**src/rtl/btn_conditioner.sv**
```systemverilog
// Button front-end: two-flop synchroniser, per-bit debounce, press/release pulses,
// one-hot direction decode and an auto-repeat move strobe.
module btn_conditioner #(
    parameter int NUM_BTN         = 5,
    parameter int DEBOUNCE_CYCLES = 1_000_000,
    parameter int REPEAT_DELAY    = 40_000_000,
    parameter int REPEAT_PERIOD   = 8_000_000
) (
    input  logic               clk,
    input  logic               rst,
    input  logic [NUM_BTN-1:0] btn_raw,
    output logic [NUM_BTN-1:0] btn_level,
    output logic [NUM_BTN-1:0] btn_press,
    output logic [NUM_BTN-1:0] btn_release,
    output logic [3:0]         move_dir,
    output logic               move_strobe
);

    localparam int MAX_A = (DEBOUNCE_CYCLES > REPEAT_DELAY) ? DEBOUNCE_CYCLES : REPEAT_DELAY;
    localparam int MAX_P = (MAX_A > REPEAT_PERIOD) ? MAX_A : REPEAT_PERIOD;
    localparam int CW    = $clog2(MAX_P) + 1;

    localparam logic [CW-1:0] DEB_LAST = CW'(DEBOUNCE_CYCLES - 1);
    localparam logic [CW-1:0] DLY_LAST = CW'(REPEAT_DELAY - 1);
    localparam logic [CW-1:0] PER_LAST = CW'(REPEAT_PERIOD - 1);

    typedef enum logic [1:0] {IDLE, DELAY, REPEAT} state_t;

    logic [NUM_BTN-1:0] s1_q, s2_q;
    logic [NUM_BTN-1:0] stable_q, stable_d;
    logic [NUM_BTN-1:0] press_q, press_d;
    logic [NUM_BTN-1:0] release_q, release_d;
    logic [CW-1:0]      cnt_q [NUM_BTN];
    logic [CW-1:0]      cnt_d [NUM_BTN];
    state_t             state_q, state_d;
    logic [CW-1:0]      rcnt_q, rcnt_d;
    logic               strobe_q, strobe_d;
    logic [3:0]         dir_now, dir_next;

    function automatic logic [3:0] onehot_or_zero(input logic [3:0] x);
        if ((x != 4'd0) && ((x & (x - 4'd1)) == 4'd0)) return x;
        return 4'd0;
    endfunction

    always_comb begin
        stable_d = stable_q;
        for (int i = 0; i < NUM_BTN; i++) begin
            cnt_d[i] = '0;
            if (s2_q[i] != stable_q[i]) begin
                if (cnt_q[i] == DEB_LAST) begin
                    stable_d[i] = s2_q[i];
                end else begin
                    cnt_d[i] = cnt_q[i] + CW'(1);
                end
            end
        end
        press_d   = stable_d & ~stable_q;
        release_d = ~stable_d & stable_q;
    end

    // The repeat FSM looks at the direction btn_level will show next cycle, so the
    // registered strobe lines up with the level change that caused it.
    assign dir_now  = onehot_or_zero(stable_q[4:1]);
    assign dir_next = onehot_or_zero(stable_d[4:1]);

    always_comb begin
        state_d  = state_q;
        rcnt_d   = rcnt_q;
        strobe_d = 1'b0;
        case (state_q)
            IDLE: begin
                if (dir_next != 4'd0) begin
                    strobe_d = 1'b1;
                    rcnt_d   = '0;
                    state_d  = DELAY;
                end
            end
            DELAY, REPEAT: begin
                if (dir_next == 4'd0) begin
                    rcnt_d  = '0;
                    state_d = IDLE;
                end else if (dir_next != dir_now) begin
                    strobe_d = 1'b1;
                    rcnt_d   = '0;
                    state_d  = DELAY;
                end else if (rcnt_q == ((state_q == DELAY) ? DLY_LAST : PER_LAST)) begin
                    strobe_d = 1'b1;
                    rcnt_d   = '0;
                    state_d  = REPEAT;
                end else begin
                    rcnt_d = rcnt_q + CW'(1);
                end
            end
            default: begin
                rcnt_d  = '0;
                state_d = IDLE;
            end
        endcase
    end

    always_ff @(posedge clk or posedge rst) begin
        if (rst) begin
            s1_q      <= '0;
            s2_q      <= '0;
            stable_q  <= '0;
            press_q   <= '0;
            release_q <= '0;
            for (int i = 0; i < NUM_BTN; i++) cnt_q[i] <= '0;
            state_q   <= IDLE;
            rcnt_q    <= '0;
            strobe_q  <= 1'b0;
        end else begin
            s1_q      <= btn_raw;
            s2_q      <= s1_q;
            stable_q  <= stable_d;
            press_q   <= press_d;
            release_q <= release_d;
            for (int i = 0; i < NUM_BTN; i++) cnt_q[i] <= cnt_d[i];
            state_q   <= state_d;
            rcnt_q    <= rcnt_d;
            strobe_q  <= strobe_d;
        end
    end

    assign btn_level   = stable_q;
    assign btn_press   = press_q;
    assign btn_release = release_q;
    assign move_dir    = dir_now;
    assign move_strobe = strobe_q;

endmodule

```
**config.mk**
```make
export PLATFORM = sky130hd
export DESIGN_NAME = btn_conditioner
export DESIGN_NICKNAME = d
export VERILOG_FILES = /design/src/rtl/btn_conditioner.sv
export SDC_FILE = /design/constraint.sdc
export NUM_CORES = 1
export LEC_CHECK = 0
export BUFFER_PORTS_ARGS = -buffer_cell sky130_fd_sc_hd__buf_4
export CAP_MARGIN = 20
export CELL_PAD_IN_SITES_DETAIL_PLACEMENT = 0
export CELL_PAD_IN_SITES_GLOBAL_PLACEMENT = 1
export CORE_ASPECT_RATIO = 1.25
export CORE_MARGIN = 10
export CORE_UTILIZATION = 49
export DETAILED_ROUTE_END_ITERATION = 12
export GPL_TIMING_DRIVEN = 0
export PLACE_DENSITY = 0.81
export SLEW_MARGIN = 20
export SYNTH_ARGS = -nofsm -noshare
export SYNTH_HDL_FRONTEND = slang
export SYNTH_SLANG_ARGS = --single-unit
```
**constraint.sdc**
```tcl
create_clock -name clk -period 7.25 [get_ports clk]
set_input_delay 1.45 -clock clk [delete_from_list [all_inputs] [get_ports clk]]
set_output_delay 1.45 -clock clk [all_outputs]
set_load 0.02 [all_outputs]
```
==> out/qor.txt <==
Status - complete, no violations
Final period utilization - 0.500
Number of I/O port buffers - 26
Synthesized instance count - 964
Crit path DAT - 2.18 ns
Max-cap violations - 0
Power, Total - 2150 uW
Clock skew - 0.0146 ns
Avg Cell Area, Syn - 9.58 sq um
Utilization after layout - 0.559
Synthesized Nets - 980
Synth Flop Type - dfrtp_1
Layout Nets - 1027
Clk slew on worst S/H paths - 0.07 ns
Synth Warn # - 0
Minimum hold slack - 0.353 ns
Number of post-CTS setup repair buffers - 0
Largest net degree at the start of global routing - 87
Core area - 18600 sq um
Peak VDD IR - 0.167 mV
Slew Limit Fails - 0
Initial antenna violation count - 0
Worst path required time - 5.80 ns
Clock Tree Root - clkbuf_16
First-pass GRT wire length - 32.7 mm
Class of the most critical setup path - flop to output port
Final hold violations - 0
Hold Crit Class - flop to flop
Die Span Y - 174 um
Total GRT Usage - 0.159
Via count - 6761
Die area - 24800 sq um
Power Dens Cells - 206 nW/um^2
Ports - 27
CTS Hold Bufs - 0
Worst-path maximum fanout - 8
Max Clock Freq - 0.276 GHz
Clock Sinks - 190
Area grow syn2layout - 12.9%
Area share of the largest cell type after synthesis - 0.515
Worst Setup End Kind - output port
Drt wl/cell - 14.7 um
CTS tree - yes
Detail Route Antenna Nets - 0
CP Cell Sequence - clkbuf_1 -> nor4b_1 -> buf_4
# DRC - 0
Async SR Flop Fraction - 1.00
H-tree lvl count - 4
Clk_lat worst skew - 0.43 ns
Buf/Inv on CP - 2
GRT overflow - 0
Final WL - 18.5 mm
CP startpoint kind - flop
Worst path slowest cell - nor4b_1
Vias in the first global route - 6839
Yosys reg bits - 190
Final-report setup violation count - 0
Finished Cell Area - 10400 sq um
Rel. slew slack - 0.470
ANT cells - 0
Routability congestion estimate - 0.783
Cts bufs inserted - 17
CP top delay family - buffers and inverters
Worst Tran Pin Value - 0.788 ns
Largest area contributor in the netlist - dfrtp_1
Number of flops mapped to enable cells by yosys - 0
Placed inst area - 9780 sq um
Tmin final - 3.63 ns
CP max stage delay - 0.66 ns
Layout cells sized above 1 - 0.0771
Bufs on Longest Clock Path - 2
Initial drt markers - 331
HPWL after DPL - 12.9 mm
Starting density of the core - 0.496
RSZ-0062 raised after global routing - false
Cts repair resizes - 0
# rows - 56
Total leakage power - 0.00453 uW
Non-Filler Instances - 1256
Synth cell types - 57
First-pass DRT Iterations - 4
Die X - 143 um
Cell Area, Synth - 9240 sq um
Cells taking the most area after synthesis - dfrtp_1 (51%), xor2_1 (6.6%), nor2_1 (6.5%), xnor2_1 (5.0%), nand3_1 (4.2%)
Vias per cell - 5.38
Cell count after placement - 1224
Part of the Yosys area used for sequential elements - 0.515
==> path summary, 6_finish.rpt <==
kind,endpoint,slack (ns),from,cells past startpoint
worst max-delay path,move_dir[2],3.62,btn_level[3],3
max in group asynchronous,cnt_q[65],5.24,rst,4
worst min register to register,s2_q[1],0.35,s1_q[1],0
worst max register to register,rcnt_q[22],3.89,cnt_q[81],13
worst min-delay path,s2_q[1],0.35,s1_q[1],0
min in group asynchronous,s1_q[3],0.95,rst,2
==> cell usage in the layout (no fill, tap or decap), drive strengths merged, types with 8 or more instances in the layout <==
cell type	n
a21oi	27
and2	11
and3	37
and4	10
buf	35
clkbuf	43
dfrtp	190
ha	9
inv	26
nand2	85
nand3	77
nand4	22
nor2	161
nor3	20
nor3b	8
nor4	11
nor4b	10
o21ai	31
or3	24
xnor2	53
xor2	70
==> power by group <==
group	total [uW]	internal (uW)	switching, uW
Combinational	53.4	14.1	39.3
Sequential	1080	1070	8.74
Clock	1020	616	400
==> layer usage <==
layer | routed length, um | GRT usage | part of all wire | vias up
met5 | 0 | 0 | 0 | -
met4 | 184 | 0.0452 | 0.010 | 0
met3 | 567 | 0.0345 | 0.031 | 13
met2 | 8950 | 0.258 | 0.49 | 79
met1 | 8750 | 0.207 | 0.47 | 3269
li1 | - | - | - | 3400
==> cells in the mapped netlist, types with 3 or more instances <==
cell        n
nor4_1     10
inv_1      22
nor3_1     20
ha_1        9
nor4b_1    10
and2_1     11
or4_1       3
and4_1     10
o211ai_1    4
clkbuf_1   23
xor2_1     70
a31oi_1     6
dfrtp_1   190
or2_2       4
xnor2_1    53
a21oi_1    26
nand3_1    77
mux2i_1     5
buf_2       6
o21ai_0    29
nor3b_1     6
nand2_1    85
nand4_1    22
and3_1     37
nor2_1    161
nor2b_1     5
or3_1      24
==> area by class of cell <==
class                           count  area [sq um]
Buffer                             30           128
Timing Repair Buffer               28           250
Fill cell                        1696          8210
Tap cell                          232           290
Multi-Input combinational cell    721          4270
Inverter                           23          93.8
Clock buffer                       20           437
Sequential cell                   190          4750
Clock inverter                     12           205
==> registers in the layout (all words and copies together), names as in the netlist <==
register	count
btn_press	5
s1_q	5
cnt_q	135
btn_level	5
state_q	2
btn_release	5
move_strobe	1
rcnt_q	27
s2_q	5
==> through the flow <==
step | worst slack (ns) | setup TNS (ns)
2_1_floorplan | 0.630 | 0
3_3_place_gp | -1.64 | -308.00
3_5_place_dp | 3.87 | 0
4_1_cts | 3.61 | 0
5_1_grt | 3.42 | 0
6_report | 3.62 | 0
==> cells by family after synthesis <==
group,after synthesis,synth area share
fa+ha+maj,9,0.0122
simple gates,498,0.270
compound gates,84,0.0546
buf+inv,53,0.0232
mux,7,0.00908
flops,190,0.515
xor+xnor,123,0.117
==> worst register-to-register path: stages, from the launching register on <==
cell and delay (ns):
dfrtp_1 0.38, ha_1 0.22, nand3_1 0.09, or4_1 0.57, or3_1 0.39, and2_1 0.17, clkbuf_1 0.15, inv_1 0.13
nand4_1 0.15, o2111a_1 0.21, buf_2 0.20, a21oi_2 0.24, buf_2 0.27, nor2_1 0.08
No activity file was read; power rests on OpenSTA's default activity.
